==> src/rtl/ad9226_capture_ctrl.sv <==
// AD9226 capture sequencer: arm on start, wait for a level-crossing trigger, store decimated samples.
// Optional forced trigger after TIMEOUT_CYC cycles in WAIT_TRIG: define AD9226_CAPTURE_TRIG_TIMEOUT_EN.

module ad9226_capture_ctrl #(
  parameter int          DATA_W      = 13,
  parameter int          ADDR_W      = 10,
  parameter int          DEC_W       = 16,
  parameter int unsigned TIMEOUT_CYC = 1000000
) (
  input  logic              sys_clk,
  input  logic              sys_rst_n,
  input  logic [DATA_W-1:0] adc_data,
  input  logic              adc_valid,
  input  logic              start,
  input  logic              abort,
  input  logic [ADDR_W:0]   cfg_len,
  input  logic [DEC_W-1:0]  cfg_decim,
  input  logic [1:0]        cfg_trig_mode,
  input  logic [DATA_W-1:0] cfg_trig_level,
  output logic              wr_en,
  output logic [ADDR_W-1:0] wr_addr,
  output logic [DATA_W-1:0] wr_data,
  output logic              busy,
  output logic              done,
  output logic              done_flag,
  output logic              trig_timed_out
);

  typedef enum logic [1:0] {IDLE, WAIT_TRIG, CAPTURE, DONE} state_t;

  localparam logic [ADDR_W:0] DEPTH   = {1'b1, {ADDR_W{1'b0}}};
  localparam logic [ADDR_W:0] ONE_LEN = (ADDR_W+1)'(1);

  state_t            state_q;
  logic [ADDR_W:0]   len_q, len_d, wcnt_q, wcnt_nxt;
  logic [DEC_W-1:0]  decim_q, decim_d, dec_cnt_q;
  logic [DEC_W:0]    dec_nxt;
  logic [1:0]        mode_q;
  logic [DATA_W-1:0] level_q, prev_q;
  logic              prev_vld_q, fin_q;
  logic              rise, fall, genuine, to_fire, dec_hit;
  logic              wr_en_q, busy_q, done_q, done_flag_q;
  logic [ADDR_W-1:0] wr_addr_q;
  logic [DATA_W-1:0] wr_data_q;

  always_comb begin
    len_d = cfg_len;
    if (cfg_len == '0)
      len_d = ONE_LEN;
    else if (cfg_len > DEPTH)
      len_d = DEPTH;
    decim_d = (cfg_decim == '0) ? DEC_W'(1) : cfg_decim;
    rise = prev_vld_q && (prev_q < level_q) && (adc_data >= level_q);
    fall = prev_vld_q && (prev_q > level_q) && (adc_data <= level_q);
    genuine = 1'b0;
    case (mode_q)
      2'b00:   genuine = 1'b1;
      2'b01:   genuine = rise;
      2'b10:   genuine = fall;
      default: genuine = rise | fall;
    endcase
    // compare one bit wider so a counter at all-ones never wraps before matching
    dec_nxt  = {1'b0, dec_cnt_q} + (DEC_W+1)'(1);
    dec_hit  = (dec_nxt == {1'b0, decim_q});
    wcnt_nxt = wcnt_q + ONE_LEN;
  end

`ifdef AD9226_CAPTURE_TRIG_TIMEOUT_EN
  localparam int            TO_W   = $clog2(TIMEOUT_CYC + 1);
  localparam logic [TO_W-1:0] TO_MAX = TO_W'(TIMEOUT_CYC);

  logic [TO_W-1:0] to_cnt_q;
  logic            tto_q;

  // held at zero outside WAIT_TRIG, so every arm starts a fresh count; saturates at TO_MAX
  always_ff @(posedge sys_clk or negedge sys_rst_n) begin
    if (!sys_rst_n)
      to_cnt_q <= '0;
    else if (state_q != WAIT_TRIG)
      to_cnt_q <= '0;
    else if ((mode_q != 2'b00) && (to_cnt_q != TO_MAX))
      to_cnt_q <= to_cnt_q + TO_W'(1);
  end

  assign to_fire        = (mode_q != 2'b00) && (to_cnt_q == TO_MAX);
  assign trig_timed_out = tto_q;
`else
  localparam bit unused_timeout = (TIMEOUT_CYC != 0);
  assign to_fire        = 1'b0;
  assign trig_timed_out = 1'b0;
`endif

  always_ff @(posedge sys_clk or negedge sys_rst_n) begin
    if (!sys_rst_n) begin
      state_q     <= IDLE;
      len_q       <= ONE_LEN;
      decim_q     <= DEC_W'(1);
      mode_q      <= 2'b00;
      level_q     <= '0;
      prev_q      <= '0;
      prev_vld_q  <= 1'b0;
      dec_cnt_q   <= '0;
      wcnt_q      <= '0;
      fin_q       <= 1'b0;
      wr_en_q     <= 1'b0;
      wr_addr_q   <= '0;
      wr_data_q   <= '0;
      busy_q      <= 1'b0;
      done_q      <= 1'b0;
      done_flag_q <= 1'b0;
`ifdef AD9226_CAPTURE_TRIG_TIMEOUT_EN
      tto_q       <= 1'b0;
`endif
    end else begin
      wr_en_q <= 1'b0;
      done_q  <= 1'b0;
      if (abort) begin
        state_q     <= IDLE;
        busy_q      <= 1'b0;
        fin_q       <= 1'b0;
        done_flag_q <= 1'b0;
`ifdef AD9226_CAPTURE_TRIG_TIMEOUT_EN
        tto_q       <= 1'b0;
`endif
      end else begin
        case (state_q)
          IDLE, DONE: begin
            if (start) begin
              len_q       <= len_d;
              decim_q     <= decim_d;
              mode_q      <= cfg_trig_mode;
              level_q     <= cfg_trig_level;
              prev_vld_q  <= 1'b0;
              wcnt_q      <= '0;
              fin_q       <= 1'b0;
              done_flag_q <= 1'b0;
              busy_q      <= 1'b1;
              state_q     <= WAIT_TRIG;
`ifdef AD9226_CAPTURE_TRIG_TIMEOUT_EN
              tto_q       <= 1'b0;
`endif
            end
          end
          WAIT_TRIG: begin
            if (adc_valid) begin
              prev_q     <= adc_data;
              prev_vld_q <= 1'b1;
              if (genuine || to_fire) begin
                wr_en_q   <= 1'b1;
                wr_addr_q <= '0;
                wr_data_q <= adc_data;
                wcnt_q    <= ONE_LEN;
                dec_cnt_q <= '0;
                state_q   <= CAPTURE;
`ifdef AD9226_CAPTURE_TRIG_TIMEOUT_EN
                tto_q     <= !genuine;
`endif
                if (len_q == ONE_LEN) begin
                  fin_q       <= 1'b1;
                  done_q      <= 1'b1;
                  done_flag_q <= 1'b1;
                end
              end
            end
          end
          CAPTURE: begin
            // fin_q marks the cycle the final strobe is on the bus; busy stays up through it
            if (fin_q) begin
              fin_q   <= 1'b0;
              busy_q  <= 1'b0;
              state_q <= DONE;
            end else if (adc_valid) begin
              if (dec_hit) begin
                wr_en_q   <= 1'b1;
                wr_addr_q <= wcnt_q[ADDR_W-1:0];
                wr_data_q <= adc_data;
                wcnt_q    <= wcnt_nxt;
                dec_cnt_q <= '0;
                if (wcnt_nxt == len_q) begin
                  fin_q       <= 1'b1;
                  done_q      <= 1'b1;
                  done_flag_q <= 1'b1;
                end
              end else begin
                dec_cnt_q <= dec_nxt[DEC_W-1:0];
              end
            end
          end
          default: state_q <= IDLE;
        endcase
      end
    end
  end

  assign wr_en     = wr_en_q;
  assign wr_addr   = wr_addr_q;
  assign wr_data   = wr_data_q;
  assign busy      = busy_q;
  assign done      = done_q;
  assign done_flag = done_flag_q;

endmodule

==> config.mk <==
export PLATFORM = sky130hd
export DESIGN_NAME = ad9226_capture_ctrl
export DESIGN_NICKNAME = d
export VERILOG_FILES = /design/src/rtl/ad9226_capture_ctrl.sv
export SDC_FILE = /design/constraint.sdc
export NUM_CORES = 1
export LEC_CHECK = 0
export BUFFER_PORTS_ARGS = -buffer_cell sky130_fd_sc_hd__buf_2
export CAP_MARGIN = 20
export CORE_ASPECT_RATIO = 1.1
export CORE_MARGIN = 8
export CORE_UTILIZATION = 35
export DETAILED_ROUTE_END_ITERATION = 12
export PLACE_DENSITY_LB_ADDON = 0.08
export SLEW_MARGIN = 20
export SYNTH_ARGS = -nofsm -noshare
export SYNTH_HDL_FRONTEND = slang
export SYNTH_SLANG_ARGS = --single-unit
export TNS_END_PERCENT = 5
==> constraint.sdc <==
create_clock -name sys_clk -period 6.7 [get_ports sys_clk]
set_input_delay 0.335 -clock sys_clk [delete_from_list [all_inputs] [get_ports sys_clk]]
set_output_delay 0.335 -clock sys_clk [all_outputs]
set_load 0.02 [all_outputs]
-- After elaboration in Yosys (flattened, before gate mapping)
Index checks and enable logic that the tools add are counted.
Widths: inputs -> output; s select.
- $add $sub $neg: 2
- magnitude comparators: 5
- eq/ne operators: 23
- multiplexer cells: 69
- bitwise operators: 2
- reductions and logical operators: 22
- operators by type and width (kind ; count):
    $mux 16 ; 6
    $mux 11 ; 8
    $mux 13 ; 5
    $mux 10 ; 5
    $pmux 11 s3 ; 1
    $pmux 16 s2 ; 1
    $mux 1 ; 28
    $ne 3x3->1 const B ; 9
    $pmux 13 s2 ; 1
    $pmux 10 s2 ; 1
    $add 16x1->17 const B ; 1
    $eq 17x16->1 ; 1
    $logic_not 16->1 ; 1
    $reduce_and 7->1 ; 2
    $ge 13x13->1 ; 1
    $gt 13x13->1 ; 1
    $le 13x13->1 ; 1
    $lt 13x13->1 ; 1
    $ne 2x2->1 const B ; 6
    $reduce_and 4->1 ; 3
    $add 11x1->11 const B ; 1
    $eq 11x1->1 const B ; 1
    $eq 11x11->1 ; 1
    $gt 11x11->1 const B ; 1
    other kinds (17) ; 36
- register bits: 113
- bits of input ports: 60
- logic and storage cells: 139

-- Longest topological paths before layout
- depth after elaboration: 9
- mapped depth: 13
- mapped depth without buffers: 10

-- Worst setup path after synthesis
OpenSTA, ideal clock, no wires.
- path kind: register to register
- start point: reg dec_cnt_q[0]
- end point: reg wr_data_q[10], in the netlist wr_data[10]
- arrival: 3.306 ns
- data required time: 6.575 ns
- setup slack: 3.268 ns
- stages on the path, launching flop included: 13
- cell sequence: dfrtp_1 -> ha_1 -> nand3_4 -> o21a_1 -> or4_4 -> a2111oi_4 -> nand4bb_2 -> and2_1 -> buf_2 -> or3_1 -> buf_2 -> buf_6 -> mux2_4
- cells in the longest elaborated chain, start to end: 4
- ends and longest elaborated chain (what ; RTL line ; RTL):
    start, declared ; 36 ; logic [DEC_W-1:0] decim_q, decim_d, dec_cnt_q;
    start signal, assigned ; 185 ; dec_cnt_q <= dec_nxt[DEC_W-1:0];
    $add 16x1->17 ; 63 ; dec_nxt = {1'b0, dec_cnt_q} + (DEC_W+1)'(1);
    $eq 17x16->1 ; 64 ; dec_hit = (dec_nxt == {1'b0, decim_q});
    $ne 2x2->1 (no line) ; - ;
    $reduce_and 7->1 (no line) ; - ;
    end signal, assigned ; 151 ; wr_data_q <= adc_data;
    end signal, assigned ; 176 ; wr_data_q <= adc_data;
    end, declared ; 44 ; logic [DATA_W-1:0] wr_data_q;
Every way passes these cells.
A chain may end at the register's enable or synchronous reset.

-- Final worst setup path
- start point: reg dec_cnt_q[3]
- end point: reg wr_data_q[1], in the netlist wr_data[1]
The elaborated chain is that of the path after synthesis.

==> summary.md <==
| Metric | Value |
|---|---|
| Status | `complete, but fails checks` |
| Failing checks | `negative hold slack` |
| Violation count after the first detailed-route iteration | `271` |
| Hold crit path type | `in -> async` |
| Synthesized instance count | `between 600 and 700` |
| Die Width | `around 150 um` |
| Buffer depth of the longest clock path | `2` |
| Synth Flop Type | `sky130_fd_sc_hd__dfrtp_1` |
| Final number of setup-violating endpoints | `0` |
| Arithmetic-cell share of the synthesized area counting full adders, half adders and majority gates | `~5.7%` |
| Largest clock skew in the final design | `roughly 0.0094 ns` |
| Clk slew on worst S/H paths | `0.05 ns` |
| Power share of the combinational group | `approximately two fifths` |
| Power density relative to cell area | `413 nW/um^2` |
| Proportion of synthesized chip area in sequential cells | `a little over two fifths` |
| Worst voltage drop across the vdd grid | `0.223 mV` |
| Net switching power | `about 1.2 mW` |
| Maximum fanout along the worst path | `26` |
| Post-Syn Nets | `between 700 and 800` |
| Total GRT Usage | `about 15%` |
| Count of maximum capacitance violations | `0` |
| Number of enable flip-flop cells after synthesis | `0` |
| Period minus WS final | `4.07 ns` |
| Register-to-register setup slack | `~2.6 ns` |
| TritonCTS Buffers | `17` |
| Dominant cell by count in the synthesized netlist | `sky130_fd_sc_hd__dfrtp_1` |
| Worst Tran Pin Value | `around 1 ns` |
| Post-CTS setup buffer count | `0` |
| IO Pins | `88` |
| Post-DR wirelength/cell | `between 15 and 20 um` |
| Nature of the critical path startpoint | `register` |
| Share of the synthesized netlist area taken by xor and xnor gates | `4.72%` |
| Final critical-path share of the clock period | `between 60 and 70%` |
| Leakage | `3.50 nW` |
| Post-Place Cell Area | `7190 sq um` |
| Maximum number of pins on one net before global-route repair | `between 50 and 60` |
| Depth of the most critical reg-to-reg path | `9` |
| Sequential share of power | `34.3%` |
| Combined area of all synthesized cells | `~6600 sq um` |
| Asr flop ratio synth | `100%` |
| Max Clk Rate | `246 MHz` |
| Crit. End Element | `register` |
| Hold violation total from the final report | `4` |
| Setup slack at placement | `~2.6 ns` |
| Combinational family with the most area after synthesis | `simple AND/OR/NAND/NOR gates` |
| Per-cell via count in the routed design | `5.48` |
| Data required time of the worst path | `approximately 7 ns` |
| RSZ-0062 raised after global routing | `no` |
| Top cells by instance count after synthesis | `111 x sky130_fd_sc_hd__dfrtp_1, 46 x sky130_fd_sc_hd__nand2_1, 45 x sky130_fd_sc_hd__mux2_2, 31 x sky130_fd_sc_hd__clkbuf_1, 30 x sky130_fd_sc_hd__ha_1` |
| TritonRoute pass-1 iters | `5` |
| # DRC | `0` |
| Overall routed net length | `around 17 mm` |
| Final non-filler cell area | `between 7000 and 8000 sq um` |
| Clock network power share | `between 20 and 30%` |
| Post-route ant nets | `0` |
| Launch point of the worst reg-to-reg path | `dec_cnt_q[3]` |
| Later-pin clock latency in the skew report | `roughly 0.42 ns` |
| Overflow after GRT | `0` |
| WP data arrival | `around 4.4 ns` |
| Total half-perimeter wirelength after legalization and detailed placement | `12.9 mm` |
| Cell-internal power | `between 2 and 2.5 mW` |
| Clock Sinks | `between 100 and 150` |
| Final standard cell utilization of the core | `between 40% and 50%` |
| Starting density of the core | `between 30% and 40%` |
| Die Area | `roughly 24000 sq um` |
| Worst hold-check slack | `-0.00383 ns` |
| Std-Cell Rows | `52` |
| Core Footprint | `18500 sq um` |
| Antenna diodes | `0` |
| Global placer's final weighted congestion | `0.848` |
| Most area-hungry cell type in the Yosys netlist | `sky130_fd_sc_hd__dfrtp_1` |
| Port Buffers | `86` |
| Worst setup slack after layout | `2.63 ns` |
| Average cell area after synthesis | `10.2 sq um` |
| Resized cells post-CTS | `0` |
| Register bit total from synthesis | `between 100 and 150` |
| Unique masters post-synth | `64` |
| Most area-consuming cells after synthesis | `sky130_fd_sc_hd__dfrtp_1 42%, sky130_fd_sc_hd__mux2_2 7.7%, sky130_fd_sc_hd__ha_1 5.7%, sky130_fd_sc_hd__xnor2_1 2.7%, sky130_fd_sc_hd__nand2_1 2.6%` |
| Initial antenna violation count | `1` |
| CTS hold repair buffers | `0` |
| Tightest slew margin relative to the limit | `between 30% and 40%` |
| Share of layout cells above drive strength 1 | `25.2%` |
| Post-Route Setup TNS | `0 ns` |
| Synth Area in Simple Gates | `17.0%` |
| Critical path type | `reg -> reg` |
| Die Y-Extent | `160 um` |
| Clock tree from TritonCTS | `yes` |
| Yosys synthesis warning count | `0` |
| First-pass GRT wire length | `28.6 mm` |
| Final #Nets | `~800` |
| Number of H-tree branching levels | `4` |
| Area Overhead vs Synth | `17.2%` |
| Share of the synthesized area in the top cell type | `between 40% and 50%` |
| CTS root buffer | `sky130_fd_sc_hd__clkbuf_16` |
| Count of final max-slew check failures | `0` |
| End of the worst register-to-register path | `wr_data[1]` |
| Sw Share | `36.7%` |
| Vias in the first global route | `5476` |
| Via count of the routed design | `between 5k and 6k` |
| Post-synthesis compound-gate area fraction | `~15%` |
| Mux cell area share after synthesis | `10.6%` |
-- how the worst max path moves through the flow --
stage	cells past startpoint	startpoint	end
after floorplan	12	dec_cnt_q[0]	wr_data[10]
after CTS	9	dec_cnt_q[3]	wr_data[1]
final	9	dec_cnt_q[3]	wr_data[1]
after detailed placement	9	dec_cnt_q[3]	wr_data[1]
after global placement	9	dec_cnt_q[3]	wr_data[2]
after global routing	9	dec_cnt_q[3]	wr_data[1]
-- kinds of logic after synthesis --
group           Yosys count
compound gates          138
xor+xnor                 34
fa+ha+maj                30
buf+inv                  66
flops                   113
mux                      59
other cells               1
simple gates            206
-- routing by layer --
metal,part of all wire (%),track usage (%),vias up
met2,49,24.9,119
met5,0.046,0,-
met4,2.0,5.94,2
met1,45,19.1,2621
met3,3.4,3.11,28
li1,-,-,2536
-- layout by cell type (no fill, tap or decap), types with 13 or more instances in the layout --
cell type / Yosys / routed
sky130_fd_sc_hd__dfrtp_1: 111 / 111
sky130_fd_sc_hd__buf_2: 5 / 85
sky130_fd_sc_hd__nand2_1: 46 / 46
sky130_fd_sc_hd__mux2_2: 45 / 45
sky130_fd_sc_hd__ha_1: 30 / 30
sky130_fd_sc_hd__nor2_1: 28 / 28
sky130_fd_sc_hd__inv_1: 23 / 23
sky130_fd_sc_hd__nand3_1: 22 / 22
sky130_fd_sc_hd__o21ai_0: 20 / 20
sky130_fd_sc_hd__xnor2_1: 20 / 20
sky130_fd_sc_hd__nor4_1: 19 / 19
sky130_fd_sc_hd__clkbuf_16: 0 / 17
sky130_fd_sc_hd__a21oi_1: 16 / 16
sky130_fd_sc_hd__nand4_1: 15 / 15
sky130_fd_sc_hd__nand2b_1: 14 / 14
sky130_fd_sc_hd__o31ai_1: 14 / 14
sky130_fd_sc_hd__xor2_1: 13 / 13
sky130_fd_sc_hd__and3_1: 13 / 13
sky130_fd_sc_hd__o21ai_1: 13 / 13
-- through the flow --
step | total power, mW | instances
after floorplan | 1.99 | 647
after global placement | 2.33 | 937
after CTS | 3.24 | 969
after global routing | 3.43 | 969
final | 3.20 | 969
after detailed placement | 2.36 | 937
-- critical path, cell delays in order (launching register included) --
cell and delay (ns):
sky130_fd_sc_hd__dfrtp_1 0.57, sky130_fd_sc_hd__nand4_1 0.31, sky130_fd_sc_hd__or4_1 0.64, sky130_fd_sc_hd__xnor2_1 0.16
sky130_fd_sc_hd__nor4_1 0.41, sky130_fd_sc_hd__nand4bb_2 0.23, sky130_fd_sc_hd__and2_1 0.54, sky130_fd_sc_hd__or3_1 0.48
sky130_fd_sc_hd__buf_4 0.26, sky130_fd_sc_hd__mux2_1 0.35
-- sequential cells by signal, summed over array words and instances (netlist names) --
| signal | count |
|---|---|
| done | 1 |
| level_q | 13 |
| dec_cnt_q | 16 |
| wr_data | 13 |
| done_flag | 1 |
| busy | 1 |
| state_q | 2 |
| wr_addr | 10 |
| fin_q | 1 |
| mode_q | 2 |
| decim_q | 16 |
| prev_q | 13 |
| len_q | 11 |
| wcnt_q | 11 |
| prev_vld_q | 1 |
| wr_en | 1 |
-- final cells by class --
cell class	count	area, sq um
clock buffer	24	462
clock inverter	8	90.1
fill	1813	10700
inverter	23	86.3
multi-input combinational	468	3500
sequential	113	2830
tap	243	304
timing repair buffer	90	463
-- power by group through the flow --
stage,clock network [mW],logic [mW],registers [mW]
floorplan,0,0.894,1.10
global placement,0,1.23,1.10
detailed placement,0,1.25,1.11
CTS,0.879,1.26,1.10
global route,0.911,1.39,1.13
finish,0.859,1.24,1.09
No activity file was read; power rests on OpenSTA's default activity.
